==> config.mk <==
export PLATFORM = sky130hd
export DESIGN_NAME = mem_bist_ctrl
export DESIGN_NICKNAME = d
export VERILOG_FILES = /design/src/rtl/mem_bist_pkg.sv /design/src/rtl/mem_bist_patgen.sv /design/src/rtl/mem_bist_ctrl.sv
export SDC_FILE = /design/constraint.sdc
export NUM_CORES = 1
export LEC_CHECK = 0
export CORE_MARGIN = 2
export CORE_UTILIZATION = 47
export CTS_CLUSTER_DIAMETER = 50
export CTS_CLUSTER_SIZE = 25
export DETAILED_ROUTE_END_ITERATION = 6
export DONT_BUFFER_PORTS = 1
export GPL_TIMING_DRIVEN = 0
export MAX_ROUTING_LAYER = met4
export PLACE_DENSITY = 0.68
export SETUP_SLACK_MARGIN = 0.02
export SYNTH_ARGS = -nofsm -noshare
export SYNTH_HDL_FRONTEND = slang
export SYNTH_SLANG_ARGS = --single-unit
==> constraint.sdc <==
create_clock -name clk -period 7.1 [get_ports clk]
set_input_delay 0.71 -clock clk [delete_from_list [all_inputs] [get_ports clk]]
set_output_delay 0.71 -clock clk [all_outputs]
set_load 0.02 [all_outputs]
==> src/rtl/mem_bist_pkg.sv <==
// rtl/mem_bist_pkg.sv - shared types and pattern constants for the memory self-test engine
package mem_bist_pkg;

  typedef enum logic [2:0] {
    IDLE,
    WRITE,
    READ,
    CHECK,
    DONE
  } bist_state_t;

  typedef enum logic [1:0] {
    MODE_CLEAR   = 2'd0,
    MODE_ADDR    = 2'd1,
    MODE_CHECKER = 2'd2,
    MODE_ALL     = 2'd3
  } bist_mode_t;

  // Replicated DATA_W/2 times to form the even/odd checkerboard words.
  localparam logic [1:0] CHECKER_EVEN = 2'b10;
  localparam logic [1:0] CHECKER_ODD  = 2'b01;

endpackage

==> src/rtl/mem_bist_patgen.sv <==
// rtl/mem_bist_patgen.sv - expected data for a given address and pattern index
module mem_bist_patgen
  import mem_bist_pkg::*;
#(
  parameter int ADDR_W = 5,
  parameter int DATA_W = 8
) (
  input  logic [ADDR_W-1:0] addr,
  input  logic [1:0]        pattern,
  output logic [DATA_W-1:0] exp_data
);

  // Widened copy so the address can be zero-extended or truncated with one slice.
  logic [ADDR_W+DATA_W-1:0] addr_ext;
  assign addr_ext = {{DATA_W{1'b0}}, addr};

  always_comb begin
    exp_data = '0;
    case (pattern)
      2'd1:    exp_data = addr_ext[DATA_W-1:0];
      2'd2:    exp_data = addr[0] ? {(DATA_W/2){CHECKER_ODD}} : {(DATA_W/2){CHECKER_EVEN}};
      default: exp_data = '0;
    endcase
  end

endmodule

==> src/rtl/mem_bist_ctrl.sv <==
// rtl/mem_bist_ctrl.sv - write-all / read-compare memory self-test engine
// Optional first-miscompare logging: MEM_BIST_ERR_LOG_EN.
module mem_bist_ctrl
  import mem_bist_pkg::*;
#(
  parameter int ADDR_W = 5,
  parameter int DATA_W = 8,
  parameter int ERR_W  = 8
) (
  input  logic              clk,
  input  logic              rst_n,
  input  logic              start,
  input  logic              abort,
  input  logic [1:0]        mode,
  output logic              busy,
  output logic              done,
  output logic              pass,
  output logic [ERR_W-1:0]  err_count,
  output logic [ADDR_W-1:0] first_err_addr,
  output logic [DATA_W-1:0] first_err_data,
  output logic              mem_write,
  output logic              mem_read,
  output logic [ADDR_W-1:0] mem_addr,
  output logic [DATA_W-1:0] mem_wdata,
  input  logic [DATA_W-1:0] mem_rdata
);

  localparam logic [ADDR_W-1:0] LAST_ADDR = '1;

  bist_state_t       state, state_d;
  bist_mode_t        run_mode;
  logic [ADDR_W-1:0] addr;
  logic [1:0]        pattern;
  logic [DATA_W-1:0] exp_data;
  logic [ERR_W-1:0]  err_d;
  logic              last_addr, more_patterns, miscompare, launch, aborting;

  mem_bist_patgen #(.ADDR_W(ADDR_W), .DATA_W(DATA_W)) u_patgen (
    .addr     (addr),
    .pattern  (pattern),
    .exp_data (exp_data)
  );

  assign last_addr     = (addr == LAST_ADDR);
  assign more_patterns = (run_mode == MODE_ALL) && (pattern != 2'd2);
  assign launch        = (state == IDLE) && start && !abort;
  assign aborting      = (state != IDLE) && abort;
  // Case inequality so X/Z read data counts as a miscompare in simulation.
  assign miscompare    = (state == CHECK) && (mem_rdata !== exp_data);

  always_comb begin
    err_d = err_count;
    if (miscompare && (err_count != '1)) err_d = err_count + ERR_W'(1);
  end

  always_comb begin
    state_d = state;
    case (state)
      IDLE:    if (launch) state_d = WRITE;
      WRITE:   if (last_addr) state_d = READ;
      READ:    state_d = CHECK;
      CHECK:   if (last_addr) state_d = more_patterns ? WRITE : DONE;
               else state_d = READ;
      DONE:    state_d = IDLE;
      default: state_d = IDLE;
    endcase
    if (aborting) state_d = IDLE;
  end

  assign busy      = (state != IDLE);
  assign done      = (state == DONE);
  assign mem_write = (state == WRITE);
  assign mem_read  = (state == READ);
  assign mem_addr  = addr;
  assign mem_wdata = mem_write ? exp_data : '0;

  always_ff @(posedge clk or negedge rst_n) begin
    if (!rst_n) begin
      state     <= IDLE;
      run_mode  <= MODE_CLEAR;
      addr      <= '0;
      pattern   <= 2'd0;
      err_count <= '0;
      pass      <= 1'b0;
    end else begin
      state <= state_d;
      case (state)
        IDLE: if (launch) begin
          err_count <= '0;
          pass      <= 1'b0;
          run_mode  <= bist_mode_t'(mode);
          pattern   <= (mode == 2'd3) ? 2'd0 : mode;
          addr      <= '0;
        end
        WRITE: addr <= addr + ADDR_W'(1);
        CHECK: begin
          err_count <= err_d;
          addr      <= addr + ADDR_W'(1);
          if (last_addr && more_patterns) pattern <= pattern + 2'd1;
        end
        default: ;
      endcase
      // pass is settled on entry to DONE so it is already valid while done is high.
      if (state_d == DONE) pass <= (err_d == '0);
      if (aborting) begin
        pass <= 1'b0;
        addr <= '0;
      end
    end
  end

`ifdef MEM_BIST_ERR_LOG_EN
  always_ff @(posedge clk or negedge rst_n) begin
    if (!rst_n) begin
      first_err_addr <= '0;
      first_err_data <= '0;
    end else if (launch) begin
      first_err_addr <= '0;
      first_err_data <= '0;
    end else if (miscompare && (err_count == '0)) begin
      first_err_addr <= addr;
      first_err_data <= mem_rdata;
    end
  end
`else
  assign first_err_addr = '0;
  assign first_err_data = '0;
`endif

endmodule

==> report_table.html, run 1 <==
<table>
<tr><th>Metric</th><th>Value</th></tr>
<tr><th colspan="2">Clocking</th></tr>
<tr><td>Post-CTS resize count</td><td>0</td></tr>
<tr><td>CTS clock-pin slew for the worst setup and hold paths</td><td>0.13 ns</td></tr>
<tr><td>Max clock buf depth</td><td>2</td></tr>
<tr><td>Number of setup buffers added after CTS</td><td>0</td></tr>
<tr><td>H-tree depth</td><td>1</td></tr>
<tr><td>Clock insertion delay at the later pin of the skew report</td><td>0.32 ns</td></tr>
<tr><td>TritonCTS clock tree</td><td>yes</td></tr>
<tr><td>CTS Hold Bufs</td><td>0</td></tr>
<tr><td>Cts bufs inserted</td><td>3</td></tr>
<tr><td>Clock Sink Count</td><td>21</td></tr>
<tr><td>CTS root buf</td><td>clkbuf_4</td></tr>
<tr><th colspan="2">Synthesis</th></tr>
<tr><td>Average size of a mapped cell</td><td>8.612 um^2</td></tr>
<tr><td>Cell count after synthesis</td><td>179</td></tr>
<tr><td>Ranking of synthesized cells by area</td><td>dfrtp_1, buf_4, nor2_1, a21oi_1, nand2_1</td></tr>
<tr><td>Predominant post-synthesis flop cell</td><td>dfrtp_1</td></tr>
<tr><td>Number of register bits inferred by synthesis</td><td>21</td></tr>
<tr><td>Share of the synthesized area in the top cell type</td><td>34.09%</td></tr>
<tr><td>Share of async-settable or async-resettable flops after synthesis</td><td>100.0%</td></tr>
<tr><td>Library cell occupying the most area in the post-synthesis netlist</td><td>dfrtp_1</td></tr>
<tr><td>Number of distinct library cells after synthesis</td><td>43</td></tr>
<tr><td>Total number of yosys warnings</td><td>0</td></tr>
<tr><td>Post-synth design cell area</td><td>1541 um^2</td></tr>
<tr><td>Sequential area share after synthesis</td><td>34.09%</td></tr>
<tr><td>Number of enable flip-flop cells after synthesis</td><td>0</td></tr>
<tr><th colspan="2">Detailed routing</th></tr>
<tr><td>Count of TritonRoute iterations in the first routing pass</td><td>5</td></tr>
<tr><td>Via/cell ratio</td><td>5.414</td></tr>
<tr><td>Initial drt markers</td><td>65</td></tr>
<tr><td>Remaining routing DRC violations</td><td>0</td></tr>
<tr><td>Antenna-violating nets left</td><td>0</td></tr>
<tr><td>Final wirelength</td><td>3330 um</td></tr>
<tr><td>Avg WL per Cell</td><td>13.93 um</td></tr>
<tr><td>Via count</td><td>1294</td></tr>
<tr><th colspan="2">Placement</th></tr>
<tr><td>Post-place setup slack</td><td>4.039 ns</td></tr>
<tr><td>Routability Congestion</td><td>0.8516</td></tr>
<tr><td>Placed standard-cell area</td><td>1642 um^2</td></tr>
<tr><td>Count of buffers from port buffering</td><td>0</td></tr>
<tr><td>DP HPWL</td><td>2574 um</td></tr>
<tr><th colspan="2">STA</th></tr>
<tr><td>Sum Neg Setup Slack</td><td>0 ns</td></tr>
<tr><td>Highest Clock Rate</td><td>0.3214 GHz</td></tr>
<tr><td>Transition at the pin with the smallest max-transition slack</td><td>0.7626 ns</td></tr>
<tr><td>Final clock skew</td><td>0.01035 ns</td></tr>
<tr><td>Unrepaired setup endpoints after global routing</td><td>false</td></tr>
<tr><td>Period minus WS final</td><td>3.111 ns</td></tr>
<tr><td>Hold slack</td><td>0.06210 ns</td></tr>
<tr><td>Hold violation total from the final report</td><td>0</td></tr>
<tr><td>Worst-case headroom to the max-slew limit</td><td>48.94%</td></tr>
<tr><td>Number of setup violations in the final report</td><td>0</td></tr>
<tr><td>Final critical-path share of the clock period</td><td>43.82%</td></tr>
<tr><td>Post-route worst setup slack</td><td>3.989 ns</td></tr>
<tr><td>Slew Viols, Final</td><td>0</td></tr>
<tr><th colspan="2">Worst setup path</th></tr>
<tr><td>Worst EP required</td><td>7.37 ns</td></tr>
<tr><td>Reg2Reg Setup Slack</td><td>3.99 ns</td></tr>
<tr><td>Worst path arrival time</td><td>3.38 ns</td></tr>
<tr><td>Worst Setup End Kind</td><td>flip-flop</td></tr>
<tr><td>Worst r2r path cells</td><td>11</td></tr>
<tr><td>Startpoint of the worst register-to-register path</td><td>pattern[0]$_DFFE_PN0P_</td></tr>
<tr><td>Setup Crit Path Kind</td><td>reg2reg</td></tr>
<tr><td>Crit path launch type</td><td>flip-flop</td></tr>
<tr><td>Peak fanout along the critical path</td><td>5</td></tr>
<tr><td>FF-to-FF End</td><td>pass$_DFFE_PN0P_</td></tr>
<tr><th colspan="2">Die</th></tr>
<tr><td>Num ports</td><td>53</td></tr>
<tr><td>Die Ht</td><td>61.27 um</td></tr>
<tr><td>Starting density of the core</td><td>50.08%</td></tr>
<tr><td>Area of the core</td><td>3078 um^2</td></tr>
<tr><td>Num rows</td><td>20</td></tr>
<tr><td>Chip width</td><td>61.27 um</td></tr>
<tr><td>Die outline area</td><td>3754 um^2</td></tr>
<tr><th colspan="2">Power and ir drop</th></tr>
<tr><td>PD cells</td><td>168.8 nW/um^2</td></tr>
<tr><td>LEAKAGE</td><td>0.7908 nW</td></tr>
<tr><td>VDD IR-drop max</td><td>0.09519 mV</td></tr>
<tr><th colspan="2">GRT</th></tr>
<tr><td>Tot GR Track Use</td><td>19.98%</td></tr>
<tr><td>Wire length of the first global-routing pass</td><td>5409 um</td></tr>
<tr><td>Number of global-route vias before repair</td><td>1217</td></tr>
<tr><td>Overflow left after global routing</td><td>0</td></tr>
<tr><td>Pin count of the biggest net entering global routing</td><td>22</td></tr>
<tr><td>Most used routing layer in global routing</td><td>met2</td></tr>
<tr><td>Global routing usage on met2</td><td>31.16%</td></tr>
<tr><td>Global routing usage on met1</td><td>26.14%</td></tr>
<tr><td>M3 GR Usage</td><td>3.571%</td></tr>
<tr><td>Number of antenna violations at the first check in global routing</td><td>0</td></tr>
<tr><th colspan="2">Finish</th></tr>
<tr><td>Layout cell share with drive strength beyond 1</td><td>17.44%</td></tr>
<tr><td>Fin area</td><td>1674 um^2</td></tr>
<tr><td>Layout overhead on the synthesized area</td><td>8.604%</td></tr>
<tr><td>NumNets Final</td><td>215</td></tr>
<tr><td>Most common library cell in the layout ignoring fill and taps</td><td>nor2_1</td></tr>
<tr><td>Number of antenna cells inserted</td><td>0</td></tr>
<tr><td>Top library cells by usage in the layout, fill and taps aside</td><td>nor2_1, dfrtp_1, nand2_1</td></tr>
<tr><th colspan="2">Worst hold path</th></tr>
<tr><td>HP Class</td><td>in2async</td></tr>
<tr><th colspan="2">Status</th></tr>
<tr><td>Status</td><td>finished clean</td></tr>
<tr><th colspan="2">Job</th></tr>
<tr><td>Max-Cap Viols</td><td>0</td></tr>
</table>
kinds of logic after synthesis:
family	after synthesis	share of synthesized area (%)
other	1	0.2433
buffers and inverters	24	9.253
multiplexers	8	5.682
AO/OA/AOI/OAI	34	15.67
XOR/XNOR	8	4.546
flip-flops	21	34.09
adder cells (fa/ha/maj)	5	4.058
AND/OR/NAND/NOR	78	26.46
power by group:
| part | switching [mW] | internal [mW] |
|---|---|---|
| combinational | 0.0487 | 0.0296 |
| clock | 0.0400 | 0.0211 |
| sequential | 0.0142 | 0.129 |
| total | 0.103 | 0.180 |
cell usage after synthesis (3+ instances only):
cell type / n
a22o_1: 3
nor3b_1: 8
nor2_1: 22
inv_1: 7
xor2_1: 7
o21ai_0: 5
clkbuf_1: 3
ha_1: 5
buf_4: 14
nor3_1: 3
nor2b_1: 7
mux2_2: 5
dfrtp_1: 21
nand2_1: 17
nand3_1: 4
a21oi_1: 13
and3_1: 3
stage by stage:
step / total power [mW] / utilization [%] / instances
2_1_floorplan: 0.2094 / - / 191
3_3_place_gp: 0.2202 / 53.33 / 235
3_5_place_dp: 0.2231 / 53.33 / 235
4_1_cts: 0.2832 / 54.23 / 239
5_1_grt: 0.2983 / 54.39 / 239
6_report: 0.2826 / 54.39 / 239
critical path, cell delays in order (launching register included):
cell and delay (ns):
dfrtp_1 0.43, inv_1 0.09, ha_1 0.27, nand2_2 0.13, a2111oi_4 0.37, a31oi_1 0.09
or4_4 0.55, or2_4 0.27, nand4_1 0.10, mux2_1 0.38, a2111oi_2 0.21, a21o_1 0.16
registers in the layout, summed over array words and instances (netlist names):
register	cells
mem_addr	5
state	3
pattern	2
run_mode	2
pass	1
err_count	8
worst max path at each step:
stage	start	to	slack [ns]	cells after the start
3_3_place_gp	pattern[0]$_DFFE_PN0P_	pass$_DFFE_PN0P_	4.08	11
5_1_grt	pattern[0]$_DFFE_PN0P_	pass$_DFFE_PN0P_	3.83	11
2_1_floorplan	pattern[0]$_DFFE_PN0P_	pass$_DFFE_PN0P_	4.32	11
4_1_cts	pattern[0]$_DFFE_PN0P_	pass$_DFFE_PN0P_	3.99	11
6_report	pattern[0]$_DFFE_PN0P_	pass$_DFFE_PN0P_	3.99	11
3_5_place_dp	pattern[0]$_DFFE_PN0P_	pass$_DFFE_PN0P_	4.04	11
routing by layer:
metal / vias up / wire length [um]
met5: - / 0
met4: 0 / 55
met3: 7 / 285
met2: 54 / 1499
met1: 602 / 1490
li1: 631 / -
layout make-up:
cell class,instances,area (um^2)
inverters,7,26.28
flip-flops and latches,21,525.5
plain buffers,17,116.4
multi-input cells,146,923.4
well taps,44,55.05
clock inverters,1,5.005
clock buffers,3,22.52
fillers,307,1404
Note: power is estimated with default switching activity, not from simulation.
==> run 2, diff against run 1 <==
==> constraint.sdc (replaced) <==
create_clock -name clk -period 2.9 [get_ports clk]
set_input_delay 0.29 -clock clk [delete_from_list [all_inputs] [get_ports clk]]
set_output_delay 0.29 -clock clk [all_outputs]
set_load 0.02 [all_outputs]
==> report_table.html, run 2 (synthesized netlist as in run 1, its figures left out) <==
<table>
<tr><th>Metric</th><th>Value</th></tr>
<tr><th colspan="2">Worst hold path</th></tr>
<tr><td>Depth of the worst hold-timing path</td><td>1</td></tr>
<tr><td>Hold endpoint</td><td>run_mode[0]$_DFFE_PN0P_</td></tr>
<tr><td>Start point of the worst min-delay path</td><td>mode[0]</td></tr>
<tr><td>HP Class</td><td>in2reg</td></tr>
<tr><th colspan="2">Clocking</th></tr>
<tr><td>Max clock buf depth</td><td>2</td></tr>
<tr><td>H-tree depth</td><td>1</td></tr>
<tr><td>TritonCTS clock tree</td><td>yes</td></tr>
<tr><td>CTS root buf</td><td>clkbuf_4</td></tr>
<tr><td>Clock Sink Count</td><td>21</td></tr>
<tr><td>Clock insertion delay at the later pin of the skew report</td><td>0.31 ns</td></tr>
<tr><td>Cts bufs inserted</td><td>3</td></tr>
<tr><td>CTS clock-pin slew for the worst setup and hold paths</td><td>0.13 ns</td></tr>
<tr><th colspan="2">Worst setup path</th></tr>
<tr><td>Worst Setup End Kind</td><td>flip-flop</td></tr>
<tr><td>Crit path launch type</td><td>flip-flop</td></tr>
<tr><td>Worst path arrival time</td><td>3.09 ns</td></tr>
<tr><td>Reg2Reg Setup Slack</td><td>0.08 ns</td></tr>
<tr><td>Startpoint of the worst register-to-register path</td><td>pattern[0]$_DFFE_PN0P_</td></tr>
<tr><td>Worst EP required</td><td>3.17 ns</td></tr>
<tr><td>Cell with the biggest individual delay on the critical path</td><td>or4_4</td></tr>
<tr><td>Cell-by-cell listing of the critical path</td><td>inv_2 &gt; ha_4 &gt; nor2b_1 &gt; a2111oi_4 &gt; a31oi_1 &gt; or4_4 &gt; or2_4 &gt; nand4_1 &gt; mux2_4 &gt; a2111oi_4 &gt; a21o_1</td></tr>
<tr><td>Slowest stage delay, CP</td><td>0.52 ns</td></tr>
<tr><td>Peak fanout along the critical path</td><td>5</td></tr>
<tr><td>FF-to-FF End</td><td>pass$_DFFE_PN0P_</td></tr>
<tr><td>Setup Crit Path Kind</td><td>reg2reg</td></tr>
<tr><td>Most frequent cell on the critical path</td><td>a2111oi_4</td></tr>
<tr><td>Worst r2r path cells</td><td>11</td></tr>
<tr><th colspan="2">Finish</th></tr>
<tr><td>Largest register by flop count</td><td>err_count</td></tr>
<tr><td>Number of cells in the finished layout apart from fillers</td><td>245</td></tr>
<tr><td>Top library cells by usage in the layout, fill and taps aside</td><td>nor2_1, dfrtp_1, buf_4</td></tr>
<tr><td>NumNets Final</td><td>221</td></tr>
<tr><td>Number of antenna cells inserted</td><td>0</td></tr>
<tr><td>Layout overhead on the synthesized area</td><td>14.94%</td></tr>
<tr><td>Largest register FFs</td><td>8</td></tr>
<tr><td>Most common library cell in the layout ignoring fill and taps</td><td>nor2_1</td></tr>
<tr><td>Filler instances</td><td>299</td></tr>
<tr><td>Layout cell share with drive strength beyond 1</td><td>22.89%</td></tr>
<tr><th colspan="2">Detailed routing</th></tr>
<tr><td>Initial drt markers</td><td>58</td></tr>
<tr><td>Via count</td><td>1339</td></tr>
<tr><td>Count of TritonRoute iterations in the first routing pass</td><td>4</td></tr>
<tr><td>Avg WL per Cell</td><td>14.17 um</td></tr>
<tr><td>Remaining routing DRC violations</td><td>0</td></tr>
<tr><td>Antenna-violating nets left</td><td>0</td></tr>
<tr><td>Final wirelength</td><td>3472 um</td></tr>
<tr><td>Via/cell ratio</td><td>5.465</td></tr>
<tr><th colspan="2">GRT</th></tr>
<tr><td>Overflow left after global routing</td><td>0</td></tr>
<tr><td>Number of global-route vias before repair</td><td>1240</td></tr>
<tr><td>Tot GR Track Use</td><td>20.80%</td></tr>
<tr><td>Pin count of the biggest net entering global routing</td><td>22</td></tr>
<tr><td>Number of antenna violations at the first check in global routing</td><td>0</td></tr>
<tr><td>Wire length of the first global-routing pass</td><td>5575 um</td></tr>
<tr><th colspan="2">Placement</th></tr>
<tr><td>Placed cell count</td><td>235</td></tr>
<tr><td>Routability Congestion</td><td>0.8516</td></tr>
<tr><td>DP HPWL</td><td>2574 um</td></tr>
<tr><td>Count of buffers from port buffering</td><td>0</td></tr>
<tr><th colspan="2">STA</th></tr>
<tr><td>Hold violation total from the final report</td><td>0</td></tr>
<tr><td>Final clock skew</td><td>0.008677 ns</td></tr>
<tr><td>Number of setup violations in the final report</td><td>0</td></tr>
<tr><td>Period minus WS final</td><td>2.824 ns</td></tr>
<tr><td>Highest Clock Rate</td><td>0.3541 GHz</td></tr>
<tr><td>Unrepaired setup endpoints after global routing</td><td>true</td></tr>
<tr><td>Worst-case headroom to the max-slew limit</td><td>35.08%</td></tr>
<tr><td>Slew Viols, Final</td><td>0</td></tr>
<tr><td>Transition at the pin with the smallest max-transition slack</td><td>0.9707 ns</td></tr>
<tr><td>Final critical-path share of the clock period</td><td>97.37%</td></tr>
<tr><th colspan="2">Status</th></tr>
<tr><td>Status</td><td>finished clean</td></tr>
<tr><th colspan="2">Power and ir drop</th></tr>
<tr><td>Total power consumption of the routed design</td><td>0.7398 mW</td></tr>
<tr><td>VDD IR-drop max</td><td>0.2517 mV</td></tr>
<tr><td>LEAKAGE</td><td>0.8281 nW</td></tr>
<tr><td>PD cells</td><td>417.5 nW/um^2</td></tr>
<tr><th colspan="2">Die</th></tr>
<tr><td>Area of the core</td><td>3078 um^2</td></tr>
<tr><td>Die outline area</td><td>3754 um^2</td></tr>
<tr><td>Chip width</td><td>61.27 um</td></tr>
<tr><td>Num rows</td><td>20</td></tr>
<tr><td>Die Ht</td><td>61.27 um</td></tr>
<tr><td>Num ports</td><td>53</td></tr>
<tr><td>Starting density of the core</td><td>50.08%</td></tr>
<tr><th colspan="2">Job</th></tr>
<tr><td>Max-Cap Viols</td><td>0</td></tr>
</table>
[run 2: changes by cell type in the layout (fill, tap and decap cells not counted), sizes merged]
cell	delta
buf	+5
dlygate4sd3	+1
[run 2: how the worst max path moves through the flow]
stage          cells past startpoint                    from  slack (ns)               end
4_1_cts                           11  pattern[0]$_DFFE_PN0P_        0.03  pass$_DFFE_PN0P_
3_3_place_gp                      11  pattern[0]$_DFFE_PN0P_       -0.12  pass$_DFFE_PN0P_
6_report                          11  pattern[0]$_DFFE_PN0P_        0.08  pass$_DFFE_PN0P_
2_1_floorplan                     11  pattern[0]$_DFFE_PN0P_        0.12  pass$_DFFE_PN0P_
5_1_grt                           11  pattern[0]$_DFFE_PN0P_       -0.05  pass$_DFFE_PN0P_
3_5_place_dp                      11  pattern[0]$_DFFE_PN0P_       -0.16  pass$_DFFE_PN0P_
[run 2: cell type report]
type | count | area [um^2] | share of cell area, %
well taps | 44 | 55.05 | 3.107
clock buffers | 3 | 22.52 | 1.271
flip-flops and latches | 21 | 526.8 | 29.73
repair buffers | 6 | 47.55 | 2.684
inverters | 7 | 26.28 | 1.483
plain buffers | 17 | 116.4 | 6.568
clock inverters | 1 | 5.005 | 0.2825
multi-input cells | 146 | 972.2 | 54.87
[run 2: through the flow]
stage / cell area [um^2] / TNS, ns / hold WS (ns) / worst slack, ns / utilization [%]
after floorplan: 1587 / 0 / -0.005591 / 0.1206 / -
after global placement: 1642 / -0.1223 / -0.005012 / -0.1223 / 53.33
after detailed placement: 1642 / -0.2077 / -0.005113 / -0.1612 / 53.33
after CTS: 1709 / 0 / 0.1104 / 0.02731 / 55.53
after global routing: 1772 / -0.05460 / 0.1175 / -0.05460 / 57.56
final: 1772 / 0 / 0.1142 / 0.07631 / 57.56
[run 2: worst max-delay path: cells and delay by family (launching register included)]
kind,cells,cell delay [ns]
flip-flops,1,0.39
AO/OA/AOI/OAI,4,0.73
adder cells (fa/ha/maj),1,0.18
AND/OR/NAND/NOR,4,1.06
multiplexers,1,0.34
buffers and inverters,1,0.06
[run 2: timing repair]
action                     in CTS  in global routing
pin swaps                       1                  4
buffers inserted                1                  4
hold endpoints to repair       21                  0
hold buffers                    1                  0
resized for setup               7                  5
setup endpoints to repair       2                  1
[run 2: per-layer routing]
layer	GRT usage, %	wire (um)	up-vias
li1	-	-	643
met1	26.81	1539	627
met2	32.98	1612	63
met3	3.782	284	6
met4	7.143	36	0
met5	-	0	-
[run 2: power breakdown]
group,internal (mW),total [mW],leakage (nW),switching [mW]
clock,0.0516,0.148,0.0177,0.0967
combinational,0.0983,0.237,0.529,0.138
sequential,0.317,0.355,0.281,0.0380
total,0.467,0.740,0.828,0.273
